<file path="src/rtl/ext_bus_responder.sv">
// External-bus peripheral: GPIO register, 32-bit compare timer with interrupt,
// and a push-only FIFO drained by a valid/ready consumer.

module ext_bus_fifo #(
  parameter int DEPTH = 8,
  parameter int W     = 32
) (
  input  logic               clk,
  input  logic               rst,
  input  logic               push,
  input  logic [W-1:0]       push_data,
  input  logic               ready,
  output logic [W-1:0]       head,
  output logic               valid,
  output logic               full,
  output logic               empty,
  output logic [$clog2(DEPTH):0] count,
  output logic               drop
);
  localparam int PW = $clog2(DEPTH);
  localparam int CW = PW + 1;

  logic [W-1:0]  mem [DEPTH];
  logic [PW-1:0] rd_ptr, wr_ptr;
  logic          pop, accept;

  assign empty  = (count == '0);
  assign full   = (count == CW'(DEPTH));
  assign valid  = !empty;
  assign pop    = valid && ready;
  // A pop in the same cycle frees a slot, so a push into a full FIFO is accepted.
  assign accept = push && (!full || pop);
  assign drop   = push && full && !pop;
  assign head   = empty ? '0 : mem[rd_ptr];

  always_ff @(posedge clk) begin
    if (accept) mem[wr_ptr] <= push_data;
  end

  always_ff @(posedge clk or posedge rst) begin
    if (rst) begin
      rd_ptr <= '0;
      wr_ptr <= '0;
      count  <= '0;
    end else begin
      if (accept) wr_ptr <= wr_ptr + 1'b1;
      if (pop)    rd_ptr <= rd_ptr + 1'b1;
      case ({accept, pop})
        2'b10:   count <= count + 1'b1;
        2'b01:   count <= count - 1'b1;
        default: count <= count;
      endcase
    end
  end
endmodule

module ext_bus_responder #(
  parameter int FIFO_DEPTH = 8,
  parameter int GPIO_W     = 16
) (
  input  logic              CLK,
  input  logic              RST,
  input  logic [31:0]       ADDR,
  input  logic              CS,
  input  logic              WR_RD,
  input  logic [31:0]       Data_BUS_WRITE,
  output logic [31:0]       Data_BUS_READ,
  output logic [GPIO_W-1:0] gpio_out,
  output logic              irq,
  output logic [31:0]       fifo_out_data,
  output logic              fifo_out_valid,
  input  logic              fifo_out_ready
);
  localparam int CW = $clog2(FIFO_DEPTH) + 1;

  typedef enum logic [2:0] {
    REG_GPIO   = 3'd0,
    REG_COUNT  = 3'd1,
    REG_CMP    = 3'd2,
    REG_STATUS = 3'd3,
    REG_FIFO   = 3'd4,
    REG_CTRL   = 3'd5
  } reg_sel_e;

  generate
    if (FIFO_DEPTH < 2 || (FIFO_DEPTH & (FIFO_DEPTH - 1)) != 0) begin : g_bad_depth
      $error("FIFO_DEPTH must be a power of two, at least 2");
    end
    if (GPIO_W < 1 || GPIO_W > 32) begin : g_bad_gpio
      $error("GPIO_W must be 1..32");
    end
  endgenerate

  logic [2:0]        sel;
  logic              wr_en, rd_en;
  logic              wr_gpio, wr_count, wr_cmp, wr_status, wr_fifo, wr_ctrl;
  logic              unused_addr;

  logic [GPIO_W-1:0] gpio_q;
  logic [31:0]       count_q, cmp_q;
  logic [1:0]        ctrl_q;
  logic              irq_pending, overflow;
  logic              timer_en, irq_en, hit;

  logic              fifo_full, fifo_empty, fifo_drop;
  logic [CW-1:0]     fifo_cnt;
  logic [4:0]        fifo_cnt5;
  logic [31:0]       gpio_ext, status, rd_mux;

  assign sel         = ADDR[2:0];
  assign unused_addr = ^ADDR[31:3];
  assign wr_en       = CS && WR_RD;
  assign rd_en       = CS && !WR_RD;
  assign wr_gpio     = wr_en && (sel == REG_GPIO);
  assign wr_count    = wr_en && (sel == REG_COUNT);
  assign wr_cmp      = wr_en && (sel == REG_CMP);
  assign wr_status   = wr_en && (sel == REG_STATUS);
  assign wr_fifo     = wr_en && (sel == REG_FIFO);
  assign wr_ctrl     = wr_en && (sel == REG_CTRL);

  assign timer_en = ctrl_q[0];
  assign irq_en   = ctrl_q[1];
  assign hit      = timer_en && (count_q == cmp_q);
  assign irq      = irq_pending && irq_en;
  assign gpio_out = gpio_q;

  always_ff @(posedge CLK or posedge RST) begin
    if (RST) gpio_q <= '0;
    else if (wr_gpio) gpio_q <= Data_BUS_WRITE[GPIO_W-1:0];
  end

  always_ff @(posedge CLK or posedge RST) begin
    if (RST) begin
      count_q     <= '0;
      cmp_q       <= '1;
      ctrl_q      <= '0;
      irq_pending <= 1'b0;
    end else begin
      if (wr_cmp)  cmp_q  <= Data_BUS_WRITE;
      if (wr_ctrl) ctrl_q <= Data_BUS_WRITE[1:0];
      if (wr_count)      count_q <= Data_BUS_WRITE;
      else if (timer_en) count_q <= count_q + 32'd1;
      // A compare hit in the same cycle as a W1C keeps the interrupt pending.
      if (hit)                                 irq_pending <= 1'b1;
      else if (wr_status && Data_BUS_WRITE[0]) irq_pending <= 1'b0;
    end
  end

  ext_bus_fifo #(.DEPTH(FIFO_DEPTH), .W(32)) u_fifo (
    .clk       (CLK),
    .rst       (RST),
    .push      (wr_fifo),
    .push_data (Data_BUS_WRITE),
    .ready     (fifo_out_ready),
    .head      (fifo_out_data),
    .valid     (fifo_out_valid),
    .full      (fifo_full),
    .empty     (fifo_empty),
    .count     (fifo_cnt),
    .drop      (fifo_drop)
  );

  always_ff @(posedge CLK or posedge RST) begin
    if (RST) overflow <= 1'b0;
    else if (fifo_drop) overflow <= 1'b1;
    else if (wr_status && Data_BUS_WRITE[3]) overflow <= 1'b0;
  end

  assign fifo_cnt5 = 5'(fifo_cnt);

  always_comb begin
    gpio_ext = '0;
    gpio_ext[GPIO_W-1:0] = gpio_q;
    status = '0;
    status[0]   = irq_pending;
    status[1]   = fifo_empty;
    status[2]   = fifo_full;
    status[3]   = overflow;
    status[8:4] = fifo_cnt5;
  end

  always_comb begin
    rd_mux = '0;
    case (sel)
      REG_GPIO:   rd_mux = gpio_ext;
      REG_COUNT:  rd_mux = count_q;
      REG_CMP:    rd_mux = cmp_q;
      REG_STATUS: rd_mux = status;
      REG_CTRL:   rd_mux = {30'd0, ctrl_q};
      default:    rd_mux = '0;
    endcase
  end

  // Read data is held between reads so the write-back stage sees a stable value.
  always_ff @(posedge CLK or posedge RST) begin
    if (RST) Data_BUS_READ <= '0;
    else if (rd_en) Data_BUS_READ <= rd_mux;
  end
endmodule
</file>
<file path="config.mk">
export PLATFORM = sky130hd
export DESIGN_NAME = ext_bus_responder
export DESIGN_NICKNAME = d
export VERILOG_FILES = /design/src/rtl/ext_bus_responder.sv
export SDC_FILE = /design/constraint.sdc
export NUM_CORES = 1
export LEC_CHECK = 0
export ABC_AREA = 1
export CORE_MARGIN = 3
export CORE_UTILIZATION = 35
export CTS_CLUSTER_SIZE = 40
export DETAILED_ROUTE_END_ITERATION = 6
export SETUP_SLACK_MARGIN = 0.05
export SYNTH_ARGS = -nofsm -noshare
export SYNTH_HDL_FRONTEND = slang
export SYNTH_SLANG_ARGS = --single-unit
export TNS_END_PERCENT = 100
</file>
<file path="constraint.sdc">
create_clock -name CLK -period 12.42 [get_ports CLK]
set_input_delay 3.726 -clock CLK [delete_from_list [all_inputs] [get_ports CLK]]
set_output_delay 3.726 -clock CLK [all_outputs]
set_load 0.02 [all_outputs]
</file>
# Word level (Yosys, flattened, before mapping)
# Memories as Yosys holds them, arrays and structs flattened.
# Index checks and enable logic that the tools add are counted.
# Widths: inputs -> output; s select.
# totals
regBits,126
mem_bits_rw,256
output_inout_bits,82
n_memories,1
# classes
add_sub_neg,5
eq_ne,9
n_mux,11
reduce_logical,27
# mem_list
name,depth,word_bits,read_ports,rd_clocked_by_memory_dff,wr,line_no,source
u_fifo.mem,8,32,1,0,1,23,logic [W-1:0] mem [DEPTH];
# ops
op,n
$pmux 32 s5,1
$mux 32,3
$add 32x1->32 const B,1
$eq 32x32->1,1
$logic_and 1x1->1,16
$pmux 4 s2,1
$reduce_bool 2->1,4
$add 3x1->3 const B,2
$eq 3x2->1 const B,2
$eq 3x3->1 const B,2
$mux 1,6
$add 4x1->4 const B,1
$eq 4x4->1 const B,1
$logic_not 1->1,4
$logic_not 4->1,1
$sub 4x1->4 const B,1
$eq 3x1->1 const B,1
$logic_not 3->1,1
$eq 2x1->1 const B,1
$eq 2x2->1 const B,1
$logic_or 1x1->1,1

# Longest topological paths before layout
# Gate-level depths: netlist (run 1).
# depth
word_depth,7
ltp_mapped,12
ltp_nobuf,12

# Hierarchy
# A second synthesis (run 1) with hierarchy kept.
# unflattened
cells_unflattened,1717
hier_area_um2,17234.0
# modules_own_cells
module,instances,cells_each,area_each_um2,seq_area_each_um2
ext_bus_fifo,1,814,10665.2,7937.6
ext_bus_responder,1,903,6568.8,2942.8

# Worst setup path before layout (run 1)
# OpenSTA, ideal clock, no wires.
# synth_timing
path_type,in2reg
start,input ADDR[0]
end,memory u_fifo.mem[6][0] (enable)
setup_ns,0.461
arrival_time_ns,6.663
t_required_ns,11.959
slack_ns,5.295
stages,6
n_path_buf,0
path_cell_list,inv_2 > nand2_1 > nor2_2 > nand2_1 > or2_1 > nor3_1
# synth_via
elab_chain_len,5
# synth_rtl
element,line_no,source
"start, declared",63,"input logic [31:0] ADDR,"
$eq 3x3->1,118,assign wr_fifo = wr_en && (sel == REG_FIFO);
$logic_and 1x1->1,118,
$logic_and 1x1->1,32,assign accept = push && (!full || pop);
$mux 1,37,if (accept) mem[wr_ptr] <= push_data;
$mux 1 (implied by the code),37,
"end, declared",23,
# Every way passes these cells.

# Final worst setup path (run 1)
# layout_timing
start,register u_fifo.rd_ptr[0]
end,output fifo_out_data[19]
# layout_via
elab_chain_len,2
# layout_rtl
element,line_no,source
"start, declared",24,"logic [PW-1:0] rd_ptr, wr_ptr;"
"start signal, assigned",47,if (pop) rd_ptr <= rd_ptr + 1'b1;
$mem_v2 8x32,-,
$mux 32,34,assign head = empty ? '0 : mem[rd_ptr];
"end, declared",70,"output logic [31:0] fifo_out_data,"
# Every way passes these cells.

==> results.sh, run 1 <==
export IMPL_status="finished clean"
export IMPL_syn_area_um2=16700
export IMPL_synth_distinct_cells=43
export IMPL_overflow=0
export IMPL_cts_root_buffer="clkbuf_16"
export IMPL_ys_warn_count=0
export IMPL_final_nets=1793
export IMPL_clk_latency_ps=580
export IMPL_multi_input_area_um2=5090
export IMPL_syn_inst=1619
export IMPL_start_util_pct=35.7
export IMPL_tightest_slew_ps=1230
export IMPL_crit_fanout=70
export IMPL_hold_path_endpoint="Data_BUS_READ[22]$_DFFE_PP0P_"
export IMPL_relSlewSlack_pct=17.7
export IMPL_route_met2_wl_mm=21.8
export IMPL_drc_errors=0
export IMPL_p_leak_nw=7.40
export IMPL_postCtsSetupBuffers=0
export IMPL_vdd_drop_max_v=0.000121
export IMPL_rows=79
export IMPL_synth_flop_cell="edfxtp_1"
export IMPL_diodes=0
export IMPL_synth_nets=1692
export IMPL_route_final_wire_length_mm=47.6
export IMPL_ys_ff_latch=382
export IMPL_h_tree_depth=2
export IMPL_r2r_setup_slack_ps=8870
export IMPL_synth_edf_count=256
export IMPL_yosys_area_top_type_share_pct=46.0
export IMPL_slew_violations=0
export IMPL_clock_fmax_mhz=127
export IMPL_final_cell_area_um2=19900
export IMPL_r2r_start="u_fifo.count[0]$_DFFE_PP0P_"
export IMPL_wl_per_cell_um=20.2
export IMPL_port_buffers=121
export IMPL_placed_cell_area_um2=18600
export IMPL_vias=12200
export IMPL_synth_top_area_cell="edfxtp_1"
export IMPL_cts_clk_slew_worst_paths_ps=60
export IMPL_worst_clock_skew_ps=24.4
export IMPL_tns_ps=0
export IMPL_r2r_cells=9
export IMPL_whs_ps=479
export IMPL_hold_viol=0
export IMPL_synth_commonest_cells="nand2_1 (283), edfxtp_1 (256), nor2_1 (234)"
export IMPL_chipHeight_um=225
export IMPL_grt_start_max_net_pins=80
export IMPL_syn_area_per_cell_um2=10.3
export IMPL_setup_viol=0
export IMPL_rsz0062_at_grt="false"
export IMPL_hold_class="reg2reg"
export IMPL_final_seq_area_um2=10900
export IMPL_clock_sinks=382
export IMPL_crit_path_end_kind="primary output"
export IMPL_cts_tree="built"
export IMPL_grt_pass1_wl_mm=73.9
export IMPL_die_area_um2=50500
export IMPL_clk_path_buf_depth=3
export IMPL_crit_required_ps=8690
export IMPL_p_per_area_nw_per_um2=218
export IMPL_crit_arrival_ps=4170
export IMPL_io_pins=151
export IMPL_ctsHoldBuffers=0
export IMPL_grt_use_total_pct=19.0
export IMPL_startpoint_type="flop"
export IMPL_hpwl_mm=30.3
export IMPL_area_delta_synth_final_pct=18.9
export IMPL_die_width_um=225
export IMPL_whs_path_depth=2
export IMPL_critPathKind="reg2out"
export IMPL_highest_layer="met4"
export IMPL_core_um2=46900
export IMPL_worstReg2RegEnd="u_fifo.mem[3][21]$_DFFE_PP_"
export IMPL_dr_wl_met3_mm=2.75
export IMPL_cts_buffers=42
export IMPL_synth_area_top_cells="edfxtp_1 (46%), dfrtp_1 (14%), o21ai_0 (7.0%), nand2_1 (6.4%), nor2_1 (5.3%)"
export IMPL_hp_start="Data_BUS_READ[22]$_DFFE_PP0P_"
export IMPL_finalCritPeriodShare_pct=63.6
export IMPL_ys_seq_area_share_pct=65.0
export IMPL_drt_iter0_markers=1063
export IMPL_fillerInstances=4502
export IMPL_grt_pass1_vias=12200
export IMPL_antenna_found_initial=2
export IMPL_async_flop_share_pct=33.0
export IMPL_gp_congestion=0.920
export IMPL_yosysMostFrequentCell="nand2_1"
export IMPL_drive_gt1_share_pct=9.25
export IMPL_post_cts_resized=0
export IMPL_drt_met1_wl_mm=21.7
export IMPL_vias_per_cell=5.19
export IMPL_drtAntennaViolNets=0
export IMPL_maxCapViolations=0
export IMPL_firstDrtPassIters=5
export IMPL_fin_crit_ps=7890
metrics by stage:
stage / cells / worst slack, ps / total power, mW / util (%)
final: 2359 / 4530 / 4.34 / 42.5
after global routing: 2359 / 4260 / 4.59 / 42.5
after CTS: 2359 / 4510 / 4.38 / 42.5
after detailed placement: 2283 / 5130 / 3.16 / 39.6
after global placement: 2283 / 5150 / 3.15 / 39.6
after floorplan: 1619 / 5300 / 2.54 / -
worst max-delay path: stages, from the launching register on:
cell	delay, ps
dfrtp_4	810
clkinv_2	790
buf_4	600
o21ai_0	250
o22ai_1	90
o21ai_0	270
a31oi_1	90
clkdlybuf4s50_1	590
cell families after synthesis:
logic type               count (synthesis)  synth area share, %
AO/OA/AOI/OAI                          398                 13.4
multiplexers                             3                0.202
XOR/XNOR                                33                 1.73
flip-flops                             382                 65.0
buffers and inverters                  205                 4.82
adder cells (fa/ha/maj)                  4                0.299
AND/OR/NAND/NOR                        594                 14.5
routing by layer:
layer | vias up | track usage, %
met5 | - | 0
met4 | 0 | 5.68
met3 | 81 | 3.50
met2 | 341 | 30.1
met1 | 6012 | 26.8
li1 | 5813 | -
registers in the layout (all words and copies together), names as in the netlist:
name,count
overflow,1
Data_BUS_READ,32
count_q,32
irq_pending,1
gpio_out,16
u_fifo.count,4
u_fifo.mem,256
ctrl_q,2
cmp_q,32
u_fifo.wr_ptr,3
u_fifo.rd_ptr,3
placed cells by master (no fill, tap or decap), types with 3 or more instances in the layout:
cell	instances
o2111ai_1	7
o21ai_1	14
inv_1	101
clkinv_2	6
o22ai_1	63
inv_2	15
nand4_1	9
a31oi_1	33
mux2_2	3
dfstp_2	32
nor3_2	9
nor2_2	7
edfxtp_1	256
nor2_1	229
a21o_1	4
dfrtp_1	92
a21oi_1	15
o221ai_1	11
nand3_1	26
o21ai_0	233
buf_4	21
bufinv_16	3
nor4_1	3
clkinv_4	3
clkinv_1	7
xnor2_1	6
ha_1	4
clkbuf_1	14
nor3_1	11
nor2_4	7
o211ai_1	8
clkdlybuf4s50_1	121
xor2_1	27
o21bai_1	3
a221oi_1	4
nand2_1	283
clkbuf_16	42
cell type report:
| type | count | share of cell area [%] |
|---|---|---|
| clock buffer | 56 | 5.55 |
| multi-input combinational | 1032 | 25.6 |
| sequential | 382 | 54.7 |
| inverter | 120 | 2.28 |
| clock inverter | 20 | 1.14 |
| tap | 607 | 3.82 |
| timing repair buffer | 142 | 6.88 |
power breakdown:
part / total (mW) / switching (mW) / internal, mW
registers: 1.64 / 0.149 / 1.49
logic: 1.49 / 0.937 / 0.549
clock network: 1.21 / 0.515 / 0.696
worst max path at each step:
stage | startpoint | end | slack (ps) | cells past startpoint
2_1_floorplan | ADDR[0] | u_fifo.mem[6][0]$_DFFE_PP_ | 5300 | 6
3_3_place_gp | u_fifo.rd_ptr[0]$_DFFE_PP0P_ | fifo_out_data[19] | 5150 | 7
3_5_place_dp | u_fifo.rd_ptr[0]$_DFFE_PP0P_ | fifo_out_data[19] | 5130 | 7
4_1_cts | u_fifo.rd_ptr[0]$_DFFE_PP0P_ | fifo_out_data[19] | 4510 | 7
5_1_grt | u_fifo.rd_ptr[0]$_DFFE_PP0P_ | fifo_out_data[19] | 4260 | 7
6_report | u_fifo.rd_ptr[0]$_DFFE_PP0P_ | fifo_out_data[19] | 4530 | 7
Power figures use the tool's default switching activity.
==> run 2, diff against run 1 <==
==> constraint.sdc (replaced) <==
create_clock -name CLK -period 7.1 [get_ports CLK]
set_input_delay 2.13 -clock CLK [delete_from_list [all_inputs] [get_ports CLK]]
set_output_delay 2.13 -clock CLK [all_outputs]
set_load 0.02 [all_outputs]
==> run 2 against run 1 <==
Sequential cell count did not move. Combinational power rose by 74%. Clock power rose by 79%. Sequential share of layout area fell by 0.12 points. Power rose by 76%. Final cell count rose by 0.17%. Non-clock buffer count rose by 4. Critical path depth rose by 1. Register-to-register slack got worse by 4900 ps. Largest cell class unchanged.
==> results.sh, run 2 (synthesis results as in run 1) <==
export IMPL_status="finished clean"
export IMPL_port_buffers=121
export IMPL_slew_violations=0
export IMPL_drt_iter0_markers=1010
export IMPL_drive_gt1_share_pct=9.51
export IMPL_wl_per_cell_um=20.1
export IMPL_postCtsSetupBuffers=0
export IMPL_drtAntennaViolNets=0
export IMPL_rows=79
export IMPL_rsz0062_at_grt="false"
export IMPL_clock_sinks=382
export IMPL_overflow=0
export IMPL_grt_use_total_pct=18.9
export IMPL_antenna_found_initial=0
export IMPL_diodes=0
export IMPL_drt_met1_wl_mm=21.5
export IMPL_largest_reg_flops=256
export IMPL_gp_congestion=0.937
export IMPL_firstDrtPassIters=5
export IMPL_crit_required_ps=4970
export IMPL_crit_slowest_cell="dfrtp_4"
export IMPL_grt_start_max_net_pins=75
export IMPL_instances_no_fill=2363
export IMPL_cts_clk_slew_worst_paths_ps=60
export IMPL_post_cts_resized=0
export IMPL_cts_tree="built"
export IMPL_grt_pass1_wl_mm=73.2
export IMPL_fillerInstances=4533
export IMPL_final_nets=1797
export IMPL_cts_buffers=42
export IMPL_clock_fmax_mhz=161
export IMPL_grt_pass1_vias=12100
export IMPL_worst_clock_skew_ps=13.6
export IMPL_crit_chain="clkinv_2, buf_4, buf_4, o21ai_0, o22ai_1, o21ai_0, a31oi_1, clkdlybuf4s50_1"
export IMPL_crit_path_end_kind="primary output"
export IMPL_drc_errors=0
export IMPL_p_per_area_nw_per_um2=382
export IMPL_startpoint_type="flop"
export IMPL_crit_arrival_ps=4070
export IMPL_ctsHoldBuffers=0
export IMPL_finalCritPeriodShare_pct=87.4
export IMPL_hold_class="reg2reg"
export IMPL_setup_viol=0
export IMPL_cts_root_buffer="clkbuf_16"
export IMPL_clk_path_buf_depth=3
export IMPL_dr_wl_met3_mm=2.51
export IMPL_start_util_pct=35.7
export IMPL_multi_input_area_um2=5090
export IMPL_core_um2=46900
export IMPL_highest_layer="met4"
export IMPL_final_seq_area_um2=10900
export IMPL_tns_ps=0
export IMPL_fin_crit_ps=6200
export IMPL_tightest_slew_ps=1150
export IMPL_vias_per_cell=5.19
export IMPL_vdd_drop_max_v=0.000185
export IMPL_final_cell_mix="nand2_1 (283), edfxtp_1 (256), o21ai_0 (233), nor2_1 (229), clkdlybuf4s50_1 (121)"
export IMPL_vias=12300
export IMPL_area_delta_synth_final_pct=19.2
export IMPL_h_tree_depth=2
export IMPL_die_area_um2=50500
export IMPL_route_final_wire_length_mm=47.5
export IMPL_chipHeight_um=225
export IMPL_clk_latency_ps=580
export IMPL_slowest_delay_ps=700
export IMPL_relSlewSlack_pct=23.2
export IMPL_dp_cells=2287
export IMPL_p_leak_nw=7.44
export IMPL_io_pins=151
export IMPL_maxCapViolations=0
export IMPL_hpwl_mm=30.4
export IMPL_final_common_cell="nand2_1"
export IMPL_critPathKind="reg2out"
export IMPL_hold_viol=0
export IMPL_route_met2_wl_mm=22.4
export IMPL_largest_register="u_fifo.mem"
export IMPL_crit_fanout=72
export IMPL_die_width_um=225
-- run 2: changes by cell type in the layout (fill, tap and decap cells not counted) --
cell       change
clkinv_4       -3
buf_4          +4
bufinv_16      +1
clkinv_2       +3
clkinv_1       -1
-- run 2: worst paths after layout --
kind | startpoint | to | slack, ps | depth (start not counted)
max in group asynchronous | RST | Data_BUS_READ[18]$_DFFE_PP0P_ | 4030 | 3
setup reg to reg | u_fifo.count[2]$_DFFE_PP0P_ | u_fifo.mem[4][14]$_DFFE_PP_ | 3990 | 8
setup / recovery | u_fifo.rd_ptr[0]$_DFFE_PP0P_ | fifo_out_data[1] | 900 | 8
hold reg to reg | Data_BUS_READ[6]$_DFFE_PP0P_ | Data_BUS_READ[6]$_DFFE_PP0P_ | 480 | 2
hold / removal | Data_BUS_READ[6]$_DFFE_PP0P_ | Data_BUS_READ[6]$_DFFE_PP0P_ | 480 | 2
min in group asynchronous | RST | gpio_out[6]$_DFFE_PP0P_ | 1970 | 2
-- run 2: where the power goes --
part	switching, mW	internal (mW)	leakage, nW	total (mW)
sequential	0.261	2.61	3.85	2.87
clock	0.911	1.25	0.654	2.16
combinational	1.62	0.965	2.93	2.59
total	2.80	4.82	7.44	7.62
-- run 2: per-layer routing --
metal  GRT usage (%)  up-vias
li1                -     5829
met1            26.3     6037
met2            30.8      332
met3            2.94       76
met4            5.27        0
met5               0        -
-- run 2: area by class of cell --
type	instances	share of cell area (%)
inverters	120	2.28
flip-flops and latches	382	54.6
repair buffers	146	7.02
clock buffers	56	5.54
well taps	607	3.81
clock inverters	20	1.21
multi-input cells	1032	25.5
-- run 2: critical path: cells and delay by family, from the launching register on --
| kind | cells | cell delay (ps) |
|---|---|---|
| buffers and inverters | 4 | 1930 |
| AOI/OAI and AO/OA | 4 | 800 |
| DFF | 1 | 700 |
-- run 2: metrics by stage --
stage / utilization [%] / worst slack, ps / power (mW) / hold slack [ps] / instance area (um2)
2_1_floorplan: - / 1570 / 4.45 / 453 / 16700
3_3_place_gp: 39.7 / 1530 / 5.49 / 469 / 18600
3_5_place_dp: 39.7 / 1500 / 5.52 / 465 / 18600
4_1_cts: 42.5 / 872 / 7.70 / 487 / 19900
5_1_grt: 42.5 / 646 / 8.07 / 508 / 19900
6_report: 42.5 / 897 / 7.62 / 481 / 19900
